## src/rtl/sid_mixer_if.sv

```systemverilog
// sid_mixer_if: PCM sample stream from the mixer to the DAC/filter path.
//   s_data  - signed 16-bit PCM sample
//   s_valid - s_data holds a sample not yet accepted
//   s_ready - consumer accepts on a clk edge where s_valid && s_ready
interface sid_mixer_if;
  logic [15:0] s_data;
  logic        s_valid;
  logic        s_ready;

  modport master (output s_data, output s_valid, input s_ready);
  modport slave  (input s_data, input s_valid, output s_ready);
endinterface

```

## src/rtl/sid_mixer.sv

```systemverilog
// sid_mixer: sums the three SID voice outputs one voice per clock and scales the
// sum by the master volume. It emits one signed 16-bit PCM sample per clk_en tick.
// Optional feature macro: SID_MIXER_DIGI_DC_EN adds the 6581 volume DC offset
// (vol*DC_STEP) before saturation. Without the macro there is no DC term.
module sid_mixer #(
  parameter int unsigned SHIFT   = 2,
  parameter int unsigned DC_STEP = 512
) (
  input  logic        clk,
  input  logic        n_reset,
  input  logic        clk_en,
  input  logic [11:0] v1_out,
  input  logic [11:0] v2_out,
  input  logic [11:0] v3_out,
  input  logic [3:0]  r_vol,
  input  logic        r_3off,
  sid_mixer_if.master s_out,
  output logic        busy,
  output logic        ovr,
  input  logic        ovr_clr
);

  localparam int unsigned VW = 12;  // voice sample width
  localparam int unsigned AW = 14;  // accumulator, holds -6144..6141
  localparam int unsigned PW = 18;  // scaled product
  localparam int unsigned SW = 20;  // product plus DC term, pre-saturation
  localparam int unsigned DW = 16;  // PCM output

  localparam logic signed [SW-1:0] SAT_MAX = SW'(32767);
  localparam logic signed [SW-1:0] SAT_MIN = SW'(-32768);

  typedef enum logic [2:0] {IDLE, ACC1, ACC2, ACC3, MUL, WAIT} state_t;

  state_t               state_q, state_d;
  logic [VW-1:0]        v1_q, v2_q, v3_q;
  logic [3:0]           vol_q;
  logic                 off_q;
  logic signed [AW-1:0] acc_q, acc_d;
  logic [DW-1:0]        data_q, data_d;
  logic                 valid_q, valid_d;
  logic                 ovr_d;
  logic                 busy_d;
  logic                 load_c;
  logic signed [PW-1:0] prod_c, shifted_c;
  logic signed [SW-1:0] sum_c;
  logic [DW-1:0]        sat_c;

  // Re-centre an unsigned voice sample (0x800 = silence) to signed by flipping the MSB.
  function automatic logic signed [AW-1:0] recentre(input logic [VW-1:0] v);
    logic signed [VW-1:0] s;
    s = {~v[VW-1], v[VW-2:0]};
    return AW'(s);
  endfunction

  // Scale, shift, optional DC offset and saturation of the finished accumulator.
  always_comb begin
    prod_c    = PW'(acc_q) * PW'(signed'({1'b0, vol_q}));
    shifted_c = prod_c >>> SHIFT;
`ifdef SID_MIXER_DIGI_DC_EN
    sum_c     = SW'(shifted_c) + signed'(SW'(vol_q) * SW'(DC_STEP));
`else
    sum_c     = SW'(shifted_c);
`endif
    if (sum_c > SAT_MAX) begin
      sat_c = DW'(16'h7FFF);
    end else if (sum_c < SAT_MIN) begin
      sat_c = DW'(16'h8000);
    end else begin
      sat_c = sum_c[DW-1:0];
    end
  end

`ifndef SID_MIXER_DIGI_DC_EN
  // DC_STEP only matters when the digi DC feature is built in.
  logic unused_dc_step;
  assign unused_dc_step = ^32'(DC_STEP);
`endif

  // Next-state and datapath updates. A tick is latched only in IDLE; a tick in any other state sets ovr.
  always_comb begin
    state_d = state_q;
    acc_d   = acc_q;
    data_d  = data_q;
    valid_d = valid_q;
    load_c  = 1'b0;
    ovr_d   = ovr;

    if (clk_en && (state_q != IDLE)) ovr_d = 1'b1;
    if (ovr_clr)                     ovr_d = 1'b0;

    case (state_q)
      IDLE: begin
        if (clk_en) begin
          load_c  = 1'b1;
          state_d = ACC1;
        end
      end
      ACC1: begin
        acc_d   = recentre(v1_q);
        state_d = ACC2;
      end
      ACC2: begin
        acc_d   = acc_q + recentre(v2_q);
        state_d = ACC3;
      end
      ACC3: begin
        acc_d   = acc_q + (off_q ? AW'(0) : recentre(v3_q));
        state_d = MUL;
      end
      MUL: begin
        data_d  = sat_c;
        valid_d = 1'b1;
        state_d = WAIT;
      end
      WAIT: begin
        if (s_out.s_ready) begin
          valid_d = 1'b0;
          state_d = IDLE;
        end
      end
      default: state_d = IDLE;
    endcase

    busy_d = (state_d != IDLE);
  end

  // State, holding registers and registered outputs.
  always_ff @(posedge clk or negedge n_reset) begin
    if (!n_reset) begin
      state_q <= IDLE;
      v1_q    <= '0;
      v2_q    <= '0;
      v3_q    <= '0;
      vol_q   <= '0;
      off_q   <= 1'b0;
      acc_q   <= '0;
      data_q  <= '0;
      valid_q <= 1'b0;
      ovr     <= 1'b0;
      busy    <= 1'b0;
    end else begin
      state_q <= state_d;
      acc_q   <= acc_d;
      data_q  <= data_d;
      valid_q <= valid_d;
      ovr     <= ovr_d;
      busy    <= busy_d;
      if (load_c) begin
        v1_q  <= v1_out;
        v2_q  <= v2_out;
        v3_q  <= v3_out;
        vol_q <= r_vol;
        off_q <= r_3off;
      end
    end
  end

  assign s_out.s_data  = data_q;
  assign s_out.s_valid = valid_q;

endmodule

```

## src/flat_wrapper.sv

```systemverilog
// flat-port wrapper written by rule: the top's interface ports become plain ports
module sid_mixer_flat 
#(
  parameter int unsigned SHIFT   = 2,
  parameter int unsigned DC_STEP = 512
)
  (clk, n_reset, clk_en, v1_out, v2_out, v3_out, r_vol, r_3off, busy, ovr, ovr_clr, s_out_s_data, s_out_s_valid, s_out_s_ready);
  sid_mixer_if s_out_i ();
  input  logic clk;
  input  logic n_reset;
  input  logic clk_en;
  input  logic [11:0] v1_out;
  input  logic [11:0] v2_out;
  input  logic [11:0] v3_out;
  input  logic [3:0] r_vol;
  input  logic r_3off;
  output logic busy;
  output logic ovr;
  input  logic ovr_clr;
  output wire logic [$bits(s_out_i.s_data)-1:0] s_out_s_data;
  output wire logic [$bits(s_out_i.s_valid)-1:0] s_out_s_valid;
  input wire logic [$bits(s_out_i.s_ready)-1:0] s_out_s_ready;
  assign s_out_s_data = s_out_i.s_data;
  assign s_out_s_valid = s_out_i.s_valid;
  assign s_out_i.s_ready = s_out_s_ready;
  sid_mixer #(.SHIFT(SHIFT), .DC_STEP(DC_STEP)) u_core (.clk(clk), .n_reset(n_reset), .clk_en(clk_en), .v1_out(v1_out), .v2_out(v2_out), .v3_out(v3_out), .r_vol(r_vol), .r_3off(r_3off), .s_out(s_out_i), .busy(busy), .ovr(ovr), .ovr_clr(ovr_clr));
endmodule
```

## config.mk

```make
export PLATFORM = sky130hd
export DESIGN_NAME = sid_mixer_flat
export DESIGN_NICKNAME = d
export VERILOG_FILES = /design/src/rtl/sid_mixer_if.sv /design/src/rtl/sid_mixer.sv /design/src/flat_wrapper.sv
export SDC_FILE = /design/constraint.sdc
export NUM_CORES = 1
export LEC_CHECK = 0
export CAP_MARGIN = 20
export CORE_MARGIN = 2
export CORE_UTILIZATION = 64
export CTS_BUF_LIST = sky130_fd_sc_hd__clkbuf_8
export DETAILED_ROUTE_END_ITERATION = 10
export PLACE_DENSITY = 0.95
export RECOVER_POWER = 50
export SLEW_MARGIN = 20
export SYNTH_ARGS = -nofsm -noshare
export SYNTH_HDL_FRONTEND = slang
export SYNTH_SLANG_ARGS = --single-unit
```

## constraint.sdc

```tcl
create_clock -name clk -period 5.9 [get_ports clk]
set_clock_uncertainty 0.1 [all_clocks]
set_input_delay 1.18 -clock clk [delete_from_list [all_inputs] [get_ports clk]]
set_output_delay 1.18 -clock clk [all_outputs]
set_load 0.01 [all_outputs]
```

**Word-level counts from Yosys, hierarchy flattened**

Cells that the tools add are included.

- Output and inout bits: 19
- Input port bits: 46
- Word-level logic and storage cells: 46
- Register bits after elaboration: 77

- Bitwise logic cells: 3
- Muxes and demuxes: 13
- $mul: 1
- Equality and inequality tests: 6
- Reduce and logical (&&, ||, !) cells: 8
- $lt $le $gt $ge: 2
- Add/sub/neg operators: 2

Operator list:

| kind | count |
|---|---|
| 14-bit one-hot mux with 3 select lines | 1 |
| 16-bit 2-to-1 mux | 2 |
| 14-bit by 5-bit multiplier with 18-bit output | 1 |
| 3-bit one-hot mux with 6 select lines | 1 |
| 16-bit greater-than comparator, second input constant | 1 |
| 16-bit < comparator, second input constant | 1 |
| 14-bit by 12-bit adder with 14-bit output | 1 |
| 14-bit adder | 1 |
| 14-bit 2-to-1 mux | 1 |
| 3-bit nonzero test | 3 |
| 3-bit by 2-bit == test with 1-bit output, second input constant | 2 |
| 3-bit == test, second input constant | 2 |
| 3-bit 2-to-1 mux | 2 |
| 1-bit 2-to-1 mux | 5 |
| 2-bit nonzero test | 2 |
| 3-bit by 1-bit == test with 1-bit output, second input constant | 1 |
| 3-bit logical NOT | 1 |
| 1-bit inverter | 3 |
| 2-bit inequality test, second input constant | 1 |
| 1-bit one-hot mux with 2 select lines | 1 |
| 2-bit AND reduction | 1 |
| 1-bit logical AND | 1 |

**Longest topological paths before layout**

- Depth in word-level cells: 4
- Mapped depth: 16
- Depth with buffers taken out: 14

**Worst setup path after synthesis**

OpenSTA, ideal clock, no wires.

- Path kind: flip-flop to flip-flop
- Start: register u_core.vol_q[2]
- End: register u_core.data_q[9], in the netlist u_core.s_out.s_data[9]
- Period minus slack after synthesis: 3,784 ps
- Slack: 2,116 ps
- Buffers on the path: 1
- Cell stages (with the launch flop): 16
- Data required time: 5,670 ps
- Setup time: 130 ps
- Arrival: 3,555 ps
- Cell sequence: dfrtp_1 clkbuf_1 and2_1 ha_1 inv_1 fa_1 fa_1 inv_1 ha_1 o21ai_0 o21bai_1 o41a_4 a21o_1 a21oi_2 xor2_1 o21ai_1

- Word-level cells in the longest chain between the ends: 4
- Elaborated cells between the ends (all ways): 5
- Classes of those cells: mul: 1; order compare: 2; mux: 2

Ends and longest elaborated chain:

| what | RTL line | RTL |
|---|---|---|
| start, declared | sid_mixer.sv:36 | `logic [3:0] vol_q;` |
| start signal, assigned | sid_mixer.sv:152 | `vol_q <= r_vol;` |
| 14-bit by 5-bit multiplier with 18-bit output * | sid_mixer.sv:57 | `prod_c = PW'(acc_q) * PW'(signed'({1'b0, vol_q}));` |
| 16-bit < comparator | sid_mixer.sv:66 | `end else if (sum_c < SAT_MIN) begin` |
| 16-bit 2-to-1 mux | sid_mixer.sv:66 |  |
| 16-bit 2-to-1 mux * | sid_mixer.sv:64 | `if (sum_c > SAT_MAX) begin` |
| end signal, assigned | sid_mixer.sv:144 | `data_q <= data_d;` |
| end, declared | sid_mixer.sv:39 | `logic [DW-1:0] data_q, data_d;` |

Mark *: on every way between the ends. The rest lies on a longest branch, timed or not.
A chain may end at the register's enable or synchronous reset.

**Final worst setup path**

- Start: register u_core.state_q[1]
- End: register u_core.acc_q[10]

- Word-level cells in the longest chain between the ends: 2
- Elaborated cells between the ends (all ways): 5
- Classes of those cells: eq/ne: 3; mux: 1; reduce/logical: 1

Ends and longest elaborated chain:

| what | RTL line | RTL |
|---|---|---|
| start, declared | sid_mixer.sv:34 | `state_t state_q, state_d;` |
| start signal, assigned | sid_mixer.sv:142 | `state_q <= state_d;` |
| 3-bit by 2-bit == test with 1-bit output / 3-bit by 1-bit == test with 1-bit output (equally long branches) | sid_mixer.sv:91 | `case (state_q)` |
| 14-bit one-hot mux with 3 select lines / 3-bit nonzero test (equally long branches) | -- |  |
| end signal, assigned | sid_mixer.sv:136 | `acc_q <= '0;` |
| end signal, assigned | sid_mixer.sv:143 | `acc_q <= acc_d;` |
| end, declared | sid_mixer.sv:38 | `logic signed [AW-1:0] acc_q, acc_d;` |

Several ways; a longest one is shown, not always the timed one.

==> impl_results.md <==
- Dominant cell type by area after synthesis: dfrtp_1
- DRT Pass-1 Iters: 5
- Crit-path most repeated cell: o21ai_0
- Final nets: slightly below 800
- Setup ws final: roughly 1.5 ns
- Worst Path Buf+Inv: 0
- CTS tree: done
- Unrepaired setup endpoints after global routing: false
- Hold_buf cts: 0
- Antenna Cells: 0
- Synth warn: 0
- First-pass GRT wire length: 21,040 um
- Die area: ~10000 sq um
- Largest net degree at the start of global routing: a little under 80
- Critical path's largest stage delay: around 0.82 ns
- Residual DRC count: 0
- Most area-consuming cells after synthesis: dfrtp_1 (33%), fa_1 (10%), ha_1 (9.7%)
- Mapped Area: 5803 sq um
- Post-synth EDFFs: 0
- Total GRT Usage: 0.2643
- Max-cap viol count: 0
- Slew Limit Headroom: 0.3754
- Remaining Overflow, GRT: 0
- Slowest CP cell: dfrtp_1
- # rows: 34
- Core area: around 9000 sq um
- Final min period: between 4 and 5 ns
- Crit path cell chain: nor2b_1, nand2_1, nand2_1, o21ai_0, ha_1, fa_1, a211oi_1, o21ai_0, a21o_1, a21oi_1, o21bai_1, xnor2_1, o21ai_0
- Root buffer cell: clkbuf_8
- Yosys reg bits: 77
- DR vias: about 4,500
- Pre-CTS WS: around 1.8 ns
- Clock latency on the worst-skew pair: about 0.35 ns
- Setup crit start kind: register
- CP delay by family, top: compound AO/OA/AOI/OAI gates
- Post-CTS resize count: 0
- Max Buffers Root-to-Sink: 2
- Setup bufs post-CTS: 0
- CTS Sinks: 77
- Period utilization: 0.7533
- Net count after synthesis: approximately 730
- CTS H-tree lvls: 3
- Count of antenna-violating nets left after detailed routing: 0
- Vias in the first global route: roughly 4,700
- Maximum clock rate: about 220 MHz
- IO Port Bufs: between 60 and 70
- Vias/cell: 5.835
- Routed WL per cell: between 15 and 20 um
- Area share of the largest cell type after synthesis: 0.3320
- Crit path kind: reg2reg
- Commonest cells post-synth: dfrtp_1 (77), nand2_1 (60), inv_1 (57)
- Share of layout cells above drive strength 1: 0.1088
- Number of CTS-inserted buffers: 9
- CTS clk-pin slew, worst paths: 0.08 ns
- Top-count cell post-synth: dfrtp_1
- Die Span X: around 100 um
- CP endpoint kind: register
- Mean Syn Cell Area: roughly 9.5 sq um
- Initial DRC Count: 226
- Max Slew Vio Count: 0
- Dominant synthesized flop cell: dfrtp_1
- WHS: ~0.39 ns
- Ys async rst share: 1.000
- Mapped Cells: a little over 600
- Register area share after synthesis: 0.3320
- Synth cell types: 44
- Req. time, crit path: between 6 and 7 ns
- Initial core utilization: 0.6622
- Worst-margin pin slew: about 0.94 ns
- Outcome: complete, no violations
- Initial antenna violation count: 0
- Hpwl dp: between 9000 and 10,000 um
- Routed Wire Length: 12,180 um
- Gp weighted congestion: about 0.98
- Hold Crit Class: reg2reg
- Die height: about 99 um
- Final Hold Vio Count: 0
- Final Setup Violations: 0
- Critical path data arrival time: 4.57 ns
- Setup_tns: 0 ns
- CP max FO: 25
- I/O Pins: between 60 and 70
- Area Overhead vs Synth: 15.09%
[state kept, by name, indices dropped and copies added, names as in the netlist]
name	flops
u_core.v2_q	12
u_core.acc_q	14
u_core.off_q	1
u_core.s_out.s_data	16
u_core.v1_q	12
u_core.vol_q	4
u_core.ovr	1
u_core.state_q	3
u_core.busy	1
u_core.s_out.s_valid	1
u_core.v3_q	12
[per-layer routing]
metal | vias to the layer above | track usage | share of wire | wire, um
met3 | 20 | 0.03162 | 0.049 | 598
met2 | 161 | 0.4917 | 0.53 | 6425
met4 | 0 | 0.08641 | 0.016 | 201
met5 | - | 0 | 0 | 0
met1 | 2159 | 0.3172 | 0.41 | 4957
li1 | 2153 | - | - | -
[metrics by stage]
stage / area [sq um] / cells / utilization
detailed placement: 6472 / 754 / 0.7386
CTS: 6681 / 770 / 0.7624
floorplan: 5803 / 608 / -
finish: 6679 / 770 / 0.7621
global placement: 6472 / 754 / 0.7386
global route: 6679 / 770 / 0.7621
[final cells by class]
| cell class | instances | area, sq um |
|---|---|---|
| tap | 108 | 135.1 |
| inverter | 57 | 214.0 |
| timing repair buffer | 64 | 638.1 |
| multi-input combinational | 448 | 3556 |
| sequential | 77 | 1927 |
| fill | 593 | 2085 |
| clock buffer | 10 | 137.6 |
| clock inverter | 6 | 71.32 |
[worst min-delay path: stages, from the launching register on]
cell and delay [ns]:
dfrtp_1 0.35, nand2_1 0.05, o21ai_1 0.06
[kinds of logic (layout without fill, tap and decap cells)]
kind of cell / count (synthesis) / after routing / share of synthesized area
buffers and inverters: 83 / 137 / 0.05498
adders and majority gates: 74 / 74 / 0.1971
muxes: 44 / 44 / 0.08538
and+or+nand+nor: 158 / 158 / 0.1328
xor gates and xnor gates: 30 / 30 / 0.04528
DFF: 77 / 77 / 0.3320
AOI/OAI and AO/OA: 142 / 142 / 0.1524
[placed cells by master (no fill, tap or decap), types with 7 or more instances in the layout]
master	count
dfrtp_1	77
a21oi_1	39
clkdlybuf4s50_1	59
and2_1	40
mux2_2	44
nor2_1	27
a21o_1	13
xor2_1	13
nand2b_1	11
ha_1	45
nand2_1	61
o22ai_1	7
o21ai_0	46
clkbuf_8	10
inv_1	57
xnor2_1	17
nor2b_1	9
fa_1	29
[path summary, 6_finish.rpt]
kind                                    startpoint                 endpoint  slack (ns)  cells past startpoint
min reg2reg                u_core.s_out.s_data[15]  u_core.s_out.s_data[15]        0.39                      2
max in group asynchronous                  n_reset           u_core.v2_q[8]        4.24                      1
max reg2reg                      u_core.state_q[1]         u_core.acc_q[10]        1.46                     13
min in group asynchronous                  n_reset   u_core.s_out.s_data[4]        0.86                      1
min                        u_core.s_out.s_data[15]  u_core.s_out.s_data[15]        0.39                      2
max                              u_core.state_q[1]         u_core.acc_q[10]        1.46                     13
Power is left out: the tool's default activity adds up to more than one toggle a clock period on the data nets, which glitch-free logic cannot reach.
